==> src/rtl/exec_pkg.sv <==
// Shared types and constants for the execute stage: ALU opcodes, tag widths
// and the buffered-operation payload held in the skid register.
package exec_pkg;

    localparam int unsigned CTL_W  = 4;
    localparam int unsigned RD_W   = 4;
    localparam int unsigned DATA_W = 32;
    localparam int unsigned SH_W   = 5;

    typedef enum logic [CTL_W-1:0] {
        OP_ADD  = 4'b0000,
        OP_SUB  = 4'b0001,
        OP_AND  = 4'b0010,
        OP_OR   = 4'b0011,
        OP_XOR  = 4'b0100,
        OP_SHL  = 4'b0101,
        OP_SHR  = 4'b0110,
        OP_ROTR = 4'b0111
    } alu_op_e;

    typedef struct packed {
        logic [DATA_W-1:0] a;
        logic [DATA_W-1:0] b;
        logic [CTL_W-1:0]  aluctl;
        logic              setflags;
        logic [RD_W-1:0]   rd;
    } exec_op_t;

endpackage

==> src/rtl/exec_stage_alu.sv <==
// Combinational ALU: arithmetic, logic, shifts and rotate-right.
// Opcodes outside the defined set produce zero.
module exec_stage_alu
    import exec_pkg::*;
#(
    parameter int unsigned N = 32
) (
    input  logic [N-1:0]     a,
    input  logic [N-1:0]     b,
    input  logic [CTL_W-1:0] aluctl,
    output logic [N-1:0]     result_c
);

    logic [SH_W-1:0] shamt;

    assign shamt = b[SH_W-1:0];

    always_comb begin
        result_c = '0;
        case (aluctl)
            OP_ADD:  result_c = a + b;
            OP_SUB:  result_c = a - b;
            OP_AND:  result_c = a & b;
            OP_OR:   result_c = a | b;
            OP_XOR:  result_c = a ^ b;
            OP_SHL:  result_c = a << shamt;
            OP_SHR:  result_c = a >> shamt;
            // a zero rotate shifts the left half out by the full width, leaving a
            OP_ROTR: result_c = (a >> shamt) | (a << (N - 32'(shamt)));
            default: result_c = '0;
        endcase
    end

endmodule

==> src/rtl/exec_stage.sv <==
// Execute stage: one output register plus one skid entry, valid/ready on both
// sides, flush, and an architectural Z/N flag register updated on drain.
module exec_stage
    import exec_pkg::*;
#(
    parameter int unsigned N = 32
) (
    input  logic             clk,
    input  logic             rst,
    input  logic             in_valid,
    output logic             in_ready,
    input  logic [N-1:0]     in_a,
    input  logic [N-1:0]     in_b,
    input  logic [CTL_W-1:0] in_aluctl,
    input  logic             in_setflags,
    input  logic [RD_W-1:0]  in_rd,
    input  logic             flush,
    output logic             out_valid,
    input  logic             out_ready,
    output logic [N-1:0]     out_result,
    output logic [RD_W-1:0]  out_rd,
    output logic             out_z,
    output logic             out_n,
    output logic             flag_z,
    output logic             flag_n
);

    logic       running_q;
    logic       skid_valid_q;
    exec_op_t   skid_q;
    logic       out_setflags_q;

    logic       out_valid_d;
    logic       skid_valid_d;
    logic       load_out;
    logic       load_skid;
    logic       load_flags;
    logic       drain;
    logic       accept;

    logic [N-1:0]     alu_a;
    logic [N-1:0]     alu_b;
    logic [CTL_W-1:0] alu_ctl;
    logic [N-1:0]     alu_result_c;
    logic             src_setflags;
    logic [RD_W-1:0]  src_rd;

    // running_q keeps in_ready low through reset and the release cycle
    assign in_ready = running_q & ~skid_valid_q & ~flush;
    assign drain    = out_valid & out_ready;
    assign accept   = in_valid & in_ready;

    // The skid entry is always older than the input, so it feeds the ALU first
    assign alu_a        = skid_valid_q ? N'(skid_q.a) : in_a;
    assign alu_b        = skid_valid_q ? N'(skid_q.b) : in_b;
    assign alu_ctl      = skid_valid_q ? skid_q.aluctl : in_aluctl;
    assign src_setflags = skid_valid_q ? skid_q.setflags : in_setflags;
    assign src_rd       = skid_valid_q ? skid_q.rd : in_rd;

    exec_stage_alu #(.N(N)) u_alu (
        .a        (alu_a),
        .b        (alu_b),
        .aluctl   (alu_ctl),
        .result_c (alu_result_c)
    );

    // Occupancy next-state and register load enables
    always_comb begin
        out_valid_d  = out_valid;
        skid_valid_d = skid_valid_q;
        load_out     = 1'b0;
        load_skid    = 1'b0;
        load_flags   = 1'b0;
        if (flush) begin
            out_valid_d  = 1'b0;
            skid_valid_d = 1'b0;
        end else begin
            if (drain) begin
                load_flags  = out_setflags_q;
                out_valid_d = 1'b0;
            end
            if (!out_valid || drain) begin
                if (skid_valid_q) begin
                    out_valid_d  = 1'b1;
                    skid_valid_d = 1'b0;
                    load_out     = 1'b1;
                end else if (accept) begin
                    out_valid_d = 1'b1;
                    load_out    = 1'b1;
                end
            end else if (accept) begin
                skid_valid_d = 1'b1;
                load_skid    = 1'b1;
            end
        end
    end

    always_ff @(posedge clk) begin
        if (!rst) begin
            running_q      <= 1'b0;
            out_valid      <= 1'b0;
            skid_valid_q   <= 1'b0;
            skid_q         <= '0;
            out_setflags_q <= 1'b0;
            out_result     <= '0;
            out_rd         <= '0;
            out_z          <= 1'b0;
            out_n          <= 1'b0;
            flag_z         <= 1'b0;
            flag_n         <= 1'b0;
        end else begin
            running_q    <= 1'b1;
            out_valid    <= out_valid_d;
            skid_valid_q <= skid_valid_d;
            if (load_out) begin
                out_result     <= alu_result_c;
                out_rd         <= src_rd;
                out_z          <= (alu_result_c == '0);
                out_n          <= alu_result_c[N-1];
                out_setflags_q <= src_setflags;
            end
            if (load_skid) begin
                skid_q <= '{a: DATA_W'(in_a), b: DATA_W'(in_b), aluctl: in_aluctl,
                            setflags: in_setflags, rd: in_rd};
            end
            if (load_flags) begin
                flag_z <= out_z;
                flag_n <= out_n;
            end
        end
    end

endmodule

==> config.mk <==
export PLATFORM = sky130hd
export DESIGN_NAME = exec_stage
export DESIGN_NICKNAME = d
export VERILOG_FILES = /design/src/rtl/exec_pkg.sv /design/src/rtl/exec_stage_alu.sv /design/src/rtl/exec_stage.sv
export SDC_FILE = /design/constraint.sdc
export NUM_CORES = 1
export LEC_CHECK = 0
export ABC_CLOCK_PERIOD_IN_PS = 6650
export CAP_MARGIN = 20
export CORE_ASPECT_RATIO = 0.5
export CORE_MARGIN = 4
export CORE_UTILIZATION = 55
export DETAILED_ROUTE_END_ITERATION = 16
export PLACE_DENSITY = 0.77
export SETUP_SLACK_MARGIN = 0.05
export SLEW_MARGIN = 40
export SYNTH_ARGS = -nofsm -noshare
export SYNTH_HDL_FRONTEND = slang
export SYNTH_HIERARCHICAL = 1
export SYNTH_SLANG_ARGS = --single-unit
==> constraint.sdc <==
create_clock -name clk -period 6.65 [get_ports clk]
set_clock_uncertainty 0.2 [all_clocks]
set_input_delay 0.665 -clock clk [delete_from_list [all_inputs] [get_ports clk]]
set_output_delay 0.665 -clock clk [all_outputs]
set_load 0.01 [all_outputs]
==> key figures <==
Outcome
  – Status: finished, final reports clean

Timing
  – Slew @ Worst Pin: between 900 and 1000 ps
  – Hold Fails Final Rpt: 0
  – Final setup vio count: 0
  – Crit share post-route: a little over nine tenths
  – RSZ-0062 raised after global routing: false
  – Max-slew headroom: about a third
  – Slew Limit Fails: 0
  – Max Freq: about 160 MHz
  – Final worst path period need: about 6300 ps
  – Worst hold margin: roughly 250 ps
  – Setup TNS: 0 ps

Logic synthesis
  – Synth area leader: dfxtp_1
  – Avg Inst Size Synth: roughly 7.5 sq um
  – Gate Count Post-Synth: 1879
  – Seq cells post-synth: 116
  – Most used DFF post-synth: dfxtp_1
  – Syn nets: approximately 2100
  – Number of synthesized flops with an enable pin: 0
  – Synth area leaders: dfxtp_1 16%, nand2_1 10%, ha_1 8.6%
  – Post-synth top area share: between 10% and 20%
  – Asr flop ratio synth: 0%
  – Distinct cells, synth: 86
  – Synth Cell Area: around 0.014 sq mm
  – Syn. warnings: 6
  – Post-synthesis sequential area ratio: 16.4%

Detailed routing
  – Vias post-DR: around 16000
  – Wirelength per Cell: approximately 27 microns
  – DR DRC count: 0
  – 1st-iter DRT viols: 2788
  – Post-route ant nets: 0
  – Routed wire length: between 60000 and 70000 microns
  – Via/cell ratio: 6.83
  – Drt pass-1 iters: 10

Global route
  – Vias in the first global route: 13894
  – Largest net degree at the start of global routing: around 120
  – GRT Total Usage: between 40% and 50%
  – Initial antenna violation count: 4
  – Total grt overflow: 0
  – First-pass GRT wire length: between 90000 and 100000 microns

Pwr
  – Maximum vdd drop: 0.000156 V
  – Leakage Power: roughly 6.4 nW
  – Power Density: 178 mW/mm^2

Run
  – Max Cap Viol: 0

CTS
  – Clock transition at path regs: roughly 60 ps
  – CTS sink cnt: roughly 120
  – Postcts setup bufs: 0
  – CTS Buffer Depth: 2
  – Root Driver: clkbuf_16
  – Hold Buf Count CTS: 0
  – CTS buffer count: 17
  – Clk_lat worst skew: 430 ps
  – H-tree lvl count: 4
  – Post_cts resized: 0
  – CTS tree: done

Floorplanning
  – Die width: 235 microns
  – Initial Util: approximately 56%
  – Core Region: about 0.025 sq mm
  – FP Rows: 41
  – Num ports: 120
  – Die height: ~120 microns
  – Die footprint: approximately 0.029 sq mm

Final layout
  – Commonest non-fill, non-tap cells in the layout: 385 x nand2_1, 118 x clkdlybuf4s50_1, 117 x nor2_1
  – Fin nets: ~2100
  – # diodes: 0
  – Commonest non-fill, non-tap cell in the layout: nand2_1
  – Area grow syn2layout: 14.3%
  – Share of cells above drive strength 1: 13.0%
  – Fillers: about 2300
  – Non-filler cells, final: approximately 2300

Placed design
  – Cell total after placement: 2249
  – Post-DP HPWL: roughly 47000 microns
  – GPL Wtd Cong: around 1.1
  – IO Port Bufs: 119

Setup path
  – Nature of the critical path endpoint: flip-flop
  – Crit Reg-Reg Startpoint: skid_valid_q$_SDFFE_PP0P_
  – Type of origin of the critical path: flip-flop
  – FF-to-FF End: out_z$_SDFFE_PN0P_
  – Crit path from: skid_valid_q$_SDFFE_PP0P_
  – Crit path max fanout: 27
  – Flop-to-flop setup slack: about 380 ps
  – Req. time, crit path: between 6000 and 7000 ps
  – R2R depth: 18
  – Arrival time worst endpoint: 6390 ps
  – Critical path type: reg -> reg

Hold path
  – Hold Startpoint: skid_q[32]$_SDFFE_PN0P_
  – WHS Path Cells: 2
  – Min-Delay Endpoint: skid_q[32]$_SDFFE_PN0P_
  – HP Class: reg -> reg
==> Yosys cell counts, types with 5 or more instances <==
cell type	instances
a211o_1	5
and3_1	12
o31ai_1	10
mux2i_1	89
buf_4	9
nand4_1	13
nor4_1	10
nand2b_1	17
mux2_2	93
clkbuf_1	77
o22ai_1	11
nor2b_1	9
dfxtp_1	116
o21ai_0	88
nor2_1	117
a22oi_1	13
xor2_1	8
a31oi_1	23
a21boi_0	6
buf_6	8
buf_2	41
buf_1	7
a21o_1	14
o221ai_1	16
a211oi_1	27
a221oi_1	19
inv_1	70
a221o_1	8
nand3_1	27
mux4_2	31
a21boi_1	100
ha_1	97
a21oi_1	107
nor3_1	21
or3_1	5
o211a_1	8
xnor2_1	48
nand2_1	385
o211ai_1	14
and2_1	14
==> how the worst max path moves through the flow <==
stage               cells after the start  slack, ps                 end
CTS                                    18        680  out_z$_SDFFE_PN0P_
floorplan                              28        380  out_z$_SDFFE_PN0P_
global placement                       23        520  out_z$_SDFFE_PN0P_
finish                                 18        380  out_z$_SDFFE_PN0P_
global route                           18         60  out_z$_SDFFE_PN0P_
detailed placement                     23        340  out_z$_SDFFE_PN0P_
==> metal layers <==
layer	track usage [%]	vias to the layer above	wire, microns
met1	59.2	7339	26000
met5	0	-	148
met2	55.3	1212	23000
met4	11.9	8	1950
met3	19.3	179	10700
li1	-	6852	-
==> worst max-delay path: stages (launching register included) <==
cell and delay (ps):
dfxtp_4 590, buf_4 270, mux2_2 500, nor3_2 290
and2_1 530, nor2_1 80, a21o_1 200, fa_1 400
nand2b_1 230, a211oi_1 600, o211ai_1 300, a21oi_1 350
nor2b_1 120, o31ai_1 270, xnor2_1 210, o221ai_1 230
nor4_1 350, nand4_1 140, o31ai_1 280
==> area by class of cell <==
type,count,area (sq um),area share [%]
multi-input cells,1549,11000,67.7
clock buffers,20,447,2.76
well taps,344,430,2.66
inverters,72,270,1.67
repair buffers,170,1570,9.67
flip-flops and latches,116,2330,14.3
clock inverters,12,200,1.23
==> flip-flops by register name, summed over array words and instances, names as in the netlist <==
name,flops
skid_valid_q,1
flag_n,1
flag_z,1
out_setflags_q,1
out_rd,4
out_z,1
out_valid,1
running_q,1
skid_q,73
out_result,32
==> kinds of logic (layout without fill, tap and decap cells) <==
logic type	Yosys count	after routing	share of synthesized area [%]
multiplexers	216	216	19.0
AND/OR/NAND/NOR	656	656	20.4
AO/OA/AOI/OAI	521	521	25.1
flip-flops	116	116	16.4
buffers and inverters	214	274	6.69
XOR/XNOR	58	58	3.69
adder cells (fa/ha/maj)	98	98	8.70
==> stage by stage <==
step	cell area, sq um	total power [W]	utilization (%)	setup slack (ps)
2_1_floorplan	14200	0.00142	-	384
3_3_place_gp	15500	0.00179	61.4	516
3_5_place_dp	15600	0.00179	61.5	338
4_1_cts	16200	0.00283	64.1	678
5_1_grt	16200	0.00297	64.1	62.0
6_report	16200	0.00289	64.1	377
==> power breakdown <==
group	internal [W]	switching (W)	total, W	leakage, nW
combinational	0.000411	0.000722	0.00113	5.17
clock	0.000678	0.000372	0.00105	0.319
sequential	0.000703	0.00000482	0.000708	0.937
total	0.00179	0.00110	0.00289	6.43
Note: power is estimated with default switching activity, not from simulation.
